===== src/rtl/vcdl_delay_meter_if.sv =====
// rtl/vcdl_delay_meter_if.sv - measurement request/response and delay-line bundle
interface vcdl_delay_meter_if #(
  parameter int CNT_W = 8
) ();
  logic             start;
  logic             echo;
  logic             launch;
  logic             busy;
  logic             done;
  logic             timeout;
  logic [CNT_W-1:0] count;

  modport master (
    output start,
    output echo,
    input  launch,
    input  busy,
    input  done,
    input  timeout,
    input  count
  );

  modport slave (
    input  start,
    input  echo,
    output launch,
    output busy,
    output done,
    output timeout,
    output count
  );
endinterface


===== src/rtl/vcdl_delay_meter.sv =====
// rtl/vcdl_delay_meter.sv - VCDL launch/capture delay meter with run averaging and timeout
module vcdl_delay_meter #(
  parameter int CNT_W       = 8,
  parameter int TIMEOUT     = 255,
  parameter int AVG_LOG2    = 2,
  parameter int SYNC_STAGES = 2
) (
  input  logic              i_clk,
  input  logic              i_rst,
  vcdl_delay_meter_if.slave io_bus
);
  localparam int ACC_W = CNT_W + AVG_LOG2;
  localparam int RUN_W = (AVG_LOG2 > 0) ? AVG_LOG2 : 1;
  localparam logic [CNT_W-1:0] CNT_LAST  = CNT_W'(TIMEOUT - 1);
  localparam logic [CNT_W-1:0] SYNC_COMP = CNT_W'(SYNC_STAGES - 1);
  localparam logic [RUN_W-1:0] RUN_LAST  = RUN_W'((1 << AVG_LOG2) - 1);

  typedef enum logic [1:0] {
    S_IDLE,
    S_LAUNCH,
    S_RECOVER,
    S_FINISH
  } state_t;

  state_t                 r_state;
  state_t                 w_next;
  logic [SYNC_STAGES-1:0] r_sync;
  logic [CNT_W-1:0]       r_cnt;
  logic [RUN_W-1:0]       r_run_idx;
  logic [ACC_W-1:0]       r_acc;
  logic                   r_launch;
  logic                   r_busy;
  logic                   r_done;
  logic                   r_timeout;
  logic [CNT_W-1:0]       r_count;

  logic                   w_echo_s;
  logic                   w_accept;
  logic                   w_capture;
  logic                   w_abort;
  logic                   w_last_run;
  logic [CNT_W-1:0]       w_sample;

  assign w_echo_s   = r_sync[SYNC_STAGES-1];
  assign w_last_run = (r_run_idx == RUN_LAST);
  // The synchronizer adds SYNC_STAGES-1 cycles beyond the true edge count;
  // an echo that was already high gives a count below that, clamp to zero.
  assign w_sample   = (r_cnt > SYNC_COMP) ? (r_cnt - SYNC_COMP) : '0;

  assign io_bus.launch  = r_launch;
  assign io_bus.busy    = r_busy;
  assign io_bus.done    = r_done;
  assign io_bus.timeout = r_timeout;
  assign io_bus.count   = r_count;

  // Bring the asynchronous echo into the clk domain through a flop chain
  always_ff @(posedge i_clk or posedge i_rst) begin
    if (i_rst) begin
      r_sync <= '0;
    end else begin
      r_sync <= {r_sync[SYNC_STAGES-2:0], io_bus.echo};
    end
  end

  // State register
  always_ff @(posedge i_clk or posedge i_rst) begin
    if (i_rst) begin
      r_state <= S_IDLE;
    end else begin
      r_state <= w_next;
    end
  end

  // Next-state decode plus accept/capture/abort strobes
  always_comb begin
    w_next    = r_state;
    w_accept  = 1'b0;
    w_capture = 1'b0;
    w_abort   = 1'b0;
    case (r_state)
      S_IDLE: begin
        if (io_bus.start) begin
          w_accept = 1'b1;
          w_next   = S_LAUNCH;
        end
      end
      S_LAUNCH: begin
        if (w_echo_s) begin
          w_capture = 1'b1;
          w_next    = S_RECOVER;
        end else if (r_cnt == CNT_LAST) begin
          w_abort = 1'b1;
          w_next  = S_FINISH;
        end
      end
      S_RECOVER: begin
        if (!w_echo_s) begin
          w_next = w_last_run ? S_FINISH : S_LAUNCH;
        end else if (r_cnt == CNT_LAST) begin
          w_abort = 1'b1;
          w_next  = S_FINISH;
        end
      end
      S_FINISH: begin
        w_next = S_IDLE;
      end
      default: begin
        w_next = S_IDLE;
      end
    endcase
  end

  // Phase cycle counter, run index and delay accumulator
  always_ff @(posedge i_clk or posedge i_rst) begin
    if (i_rst) begin
      r_cnt     <= '0;
      r_run_idx <= '0;
      r_acc     <= '0;
    end else begin
      if ((w_next == r_state) && ((r_state == S_LAUNCH) || (r_state == S_RECOVER))) begin
        r_cnt <= r_cnt + CNT_W'(1);
      end else begin
        r_cnt <= '0;
      end

      if (w_accept) begin
        r_run_idx <= '0;
      end else if ((r_state == S_RECOVER) && (w_next == S_LAUNCH)) begin
        r_run_idx <= r_run_idx + RUN_W'(1);
      end

      if (w_accept) begin
        r_acc <= '0;
      end else if (w_capture) begin
        r_acc <= r_acc + ACC_W'(w_sample);
      end
    end
  end

  // Registered outputs; launch/busy/done follow the state being entered
  always_ff @(posedge i_clk or posedge i_rst) begin
    if (i_rst) begin
      r_launch  <= 1'b0;
      r_busy    <= 1'b0;
      r_done    <= 1'b0;
      r_timeout <= 1'b0;
      r_count   <= '0;
    end else begin
      r_launch <= (w_next == S_LAUNCH);
      r_busy   <= (w_next == S_LAUNCH) || (w_next == S_RECOVER);
      r_done   <= (w_next == S_FINISH);

      if (w_accept) begin
        r_timeout <= 1'b0;
      end else if (w_abort) begin
        r_timeout <= 1'b1;
      end

      // Dropping the low AVG_LOG2 accumulator bits is the floor division
      if (w_abort) begin
        r_count <= '1;
      end else if ((r_state == S_RECOVER) && (w_next == S_FINISH)) begin
        r_count <= r_acc[ACC_W-1:AVG_LOG2];
      end
    end
  end
endmodule


===== src/flat_wrapper.sv =====
// flat-port wrapper written by rule: the top's interface ports become plain ports
module vcdl_delay_meter_flat 
#(
  parameter int CNT_W       = 8,
  parameter int TIMEOUT     = 255,
  parameter int AVG_LOG2    = 2,
  parameter int SYNC_STAGES = 2
)
  (i_clk, i_rst, io_bus_start, io_bus_echo, io_bus_launch, io_bus_busy, io_bus_done, io_bus_timeout, io_bus_count);
  vcdl_delay_meter_if #(.CNT_W(CNT_W)) io_bus_i ();
  input  logic i_clk;
  input  logic i_rst;
  input wire logic [$bits(io_bus_i.start)-1:0] io_bus_start;
  input wire logic [$bits(io_bus_i.echo)-1:0] io_bus_echo;
  output wire logic [$bits(io_bus_i.launch)-1:0] io_bus_launch;
  output wire logic [$bits(io_bus_i.busy)-1:0] io_bus_busy;
  output wire logic [$bits(io_bus_i.done)-1:0] io_bus_done;
  output wire logic [$bits(io_bus_i.timeout)-1:0] io_bus_timeout;
  output wire logic [$bits(io_bus_i.count)-1:0] io_bus_count;
  assign io_bus_i.start = io_bus_start;
  assign io_bus_i.echo = io_bus_echo;
  assign io_bus_launch = io_bus_i.launch;
  assign io_bus_busy = io_bus_i.busy;
  assign io_bus_done = io_bus_i.done;
  assign io_bus_timeout = io_bus_i.timeout;
  assign io_bus_count = io_bus_i.count;
  vcdl_delay_meter #(.CNT_W(CNT_W), .TIMEOUT(TIMEOUT), .AVG_LOG2(AVG_LOG2), .SYNC_STAGES(SYNC_STAGES)) u_core (.i_clk(i_clk), .i_rst(i_rst), .io_bus(io_bus_i));
endmodule

===== config.mk =====
export PLATFORM = sky130hd
export DESIGN_NAME = vcdl_delay_meter_flat
export DESIGN_NICKNAME = d
export VERILOG_FILES = /design/src/rtl/vcdl_delay_meter_if.sv /design/src/rtl/vcdl_delay_meter.sv /design/src/flat_wrapper.sv
export SDC_FILE = /design/constraint.sdc
export NUM_CORES = 1
export LEC_CHECK = 0
export CAP_MARGIN = 5
export CORE_MARGIN = 1.5
export CORE_UTILIZATION = 23
export CTS_CLUSTER_DIAMETER = 50
export DETAILED_ROUTE_END_ITERATION = 6
export GPL_TIMING_DRIVEN = 1
export PLACE_DENSITY = 0.5
export SETUP_SLACK_MARGIN = 0.2
export SYNTH_ARGS = -nofsm -noshare
export SYNTH_HDL_FRONTEND = slang
export SYNTH_SLANG_ARGS = --single-unit

===== constraint.sdc =====
create_clock -name i_clk -period 9.2 [get_ports i_clk]
set_clock_uncertainty 0.05 [all_clocks]
set_input_delay 0.92 -clock i_clk [delete_from_list [all_inputs] [get_ports i_clk]]
set_output_delay 0.92 -clock i_clk [all_outputs]
set_load 0.05 [all_outputs]

==> qor.csv <==
metric;value;unit
status;complete, no violations;
p_int;0.000422;W
slew_headroom;0.460;
switching_share;0.445;
ys_seq_area_frac;0.406;
final_common_cell;dfrtp_1;
drt_iter0_markers;108;
grt_busiest_layer;met2;
worst_pin_slew;0.810;ns
holdBufCountCts;0;
syn_avg_cell_area;9.20;sq um
synth_top_area_cell;dfrtp_1;
clock_latency;0.29;ns
drt_wl_total;4480;microns
cap_violations;0;
grtUsageMet2;0.153;
via_per_inst;4.34;
worstPathMaxFanout;9;
die_area;0.0102;sq mm
ios;16;
clock-sinks;36;
synth_enable_flop_cells;0;
dp_hpwl;3340;microns
cp.arrival;3.44;ns
grt_overflow;0;
final_cell_mix;dfrtp_1 (36), nand2_1 (32), ha_1 (19);
ys_seq_elements;36;
hold_path_class;reg2reg;
finalHoldViolCount;0;
initial_core_util;0.239;
grt_pass1_vias;1690;
fin_setup_tns;0;ns
postRouteAntennaNets;0;
critical_path_class;reg2reg;
cts_root_buffer;clkbuf_8;
num_rows;35;
die_w;101;microns
clk_pin_slew;0.07;ns
cts_setup_buffers;0;
crit_required;9.33;ns
syn2layout_area_growth;17.0;%
grt_usage;0.0996;
die_h;101;microns
yosys_warnings;0;
total_power;0.000760;W
synth_ff_type;dfrtp_1;
synthTopCellsByArea;dfrtp_1 (41%), ha_1 (11%), nand2_1 (5.4%), xor2_1 (3.6%), nand3_1 (3.2%);
firstDrtPassIters;4;
power_density;293;mW/mm^2
cts_buffers;5;
syn_area;0.00222;sq mm
core-area;0.00928;sq mm
post_dp_cell_area;0.00249;sq mm
grt_start_max_net_pins;37;
startpoint_type;register;
rsz0062_at_grt;false;
grt_pass1_wl;8000;microns
layout_min_cycle_time;3.31;ns
cts_resized;0;
fmax;0.302;GHz
cts_max_level;2;
gp_congestion;0.829;
combinationalPowerShare;0.516;
pwr-share-clk;0.183;
finalMaxSlewViolations;0;
nNetsFinal;280;
end_kind;register;
yosysUniqueCellTypes;45;
synthesis.nets;265;
placed_cells;378;
finish.instance_area;0.00260;sq mm
post_drt_wl_per_cell;11.6;microns
antenna_cells;0;
finalNonFillerCells;386;
finalCritPeriodShare;0.359;
grtUsageMet1;0.131;
antenna_found_initial;0;
fin_hold_ws;0.303;ns
p_seq_frac;0.302;
synth_top_area_frac;0.406;
reg2reg_setup_slack;5.89;ns
async_flop_share;1.00;
cts_tree;built;
power_leakage;1.19;nW
syn_inst;241;
p_sw;0.000338;W
routed-via-count;1674;
drc;0;
port-buffer-count;15;
grtUsageMet3;0.0373;
drive_above_1_share;0.0778;
finalSetupViolCount;0;
peakVddDrop;75.2;uV
clock_path_buffers;2;
==> kinds of logic after synthesis <==
| family | after synthesis | share of synthesized area |
|---|---|---|
| muxes | 2 | 0.00902 |
| adders and majority gates | 20 | 0.116 |
| and+or+nand+nor | 99 | 0.231 |
| DFF | 36 | 0.406 |
| AOI/OAI and AO/OA | 44 | 0.127 |
| buffers and inverters | 25 | 0.0508 |
| xor gates and xnor gates | 15 | 0.0592 |
==> cell usage after synthesis, types with 3 or more instances <==
| cell type | n |
|---|---|
| nand2b_1 | 3 |
| a21o_1 | 3 |
| nor2_2 | 7 |
| xnor2_1 | 6 |
| ha_1 | 19 |
| nor3_1 | 3 |
| dfrtp_1 | 36 |
| o21ai_0 | 14 |
| nor2_1 | 14 |
| nand2_1 | 32 |
| nor2b_1 | 4 |
| a21oi_1 | 11 |
| and2_1 | 4 |
| o21a_1 | 3 |
| xor2_1 | 9 |
| nand3_1 | 14 |
| clkbuf_1 | 4 |
| or2_2 | 3 |
| inv_1 | 17 |
==> power groups by stage <==
stage	clock network, W	logic [W]	registers, W
2_1_floorplan	0	0.000261	0.000279
3_3_place_gp	0	0.000393	0.000233
3_5_place_dp	0	0.000394	0.000233
4_1_cts	0.000144	0.000396	0.000230
5_1_grt	0.000152	0.000442	0.000235
6_report	0.000139	0.000392	0.000229
==> critical path, cell delays in order (launching register included) <==
cell	delay, ns
dfrtp_1	0.48
or4_1	0.65
nor4_4	0.38
nor2_1	0.08
ha_1	0.21
inv_1	0.07
fa_1	0.21
nor2b_1	0.07
o31a_1	0.26
o21a_1	0.19
or3_1	0.30
a32o_1	0.25
==> per-layer routing <==
layer  wire length [microns]  share of wire  up-vias
met4                      53          0.012        0
li1                        -              -      851
met3                     166          0.037        4
met2                    1980           0.44       20
met5                       0              0        -
met1                    2280           0.51      799
==> sequential cells by signal (all words and copies together) (netlist names) <==
name	count
u_core.io_bus.busy	1
u_core.io_bus.launch	1
u_core.r_acc	10
u_core.r_run_idx	2
u_core.io_bus.count	8
u_core.r_state	2
u_core.io_bus.done	1
u_core.r_sync	2
u_core.r_cnt	8
u_core.io_bus.timeout	1
==> final cells by class <==
cell class,instances,area [sq um]
clock buffers,6,72.6
fillers,995,6690
multi-input cells,180,1200
well taps,129,161
repair buffers,16,158
inverters,17,63.8
flip-flops and latches,36,901
clock inverters,2,35.0
==> path summary, 6_finish.rpt <==
check,from,to,cells past startpoint
setup / recovery,u_core.r_cnt[2]$_DFF_PP0_,u_core.r_acc[6]$_DFFE_PP0P_,11
hold / removal,u_core.r_sync[0]$_DFF_PP0_,u_core.r_sync[1]$_DFF_PP0_,0
setup reg to reg,u_core.r_cnt[2]$_DFF_PP0_,u_core.r_acc[6]$_DFFE_PP0P_,11
hold reg to reg,u_core.r_sync[0]$_DFF_PP0_,u_core.r_sync[1]$_DFF_PP0_,0
max in group asynchronous,i_rst,u_core.r_acc[3]$_DFFE_PP0P_,3
min in group asynchronous,i_rst,u_core.r_acc[0]$_DFFE_PP0P_,3
==> stage by stage <==
step,worst slack (ns),utilization
floorplan,6.03,-
global placement,5.94,0.268
detailed placement,5.88,0.268
CTS,5.86,0.280
global route,5.63,0.280
finish,5.89,0.280
(Power assumes the default switching activity.)
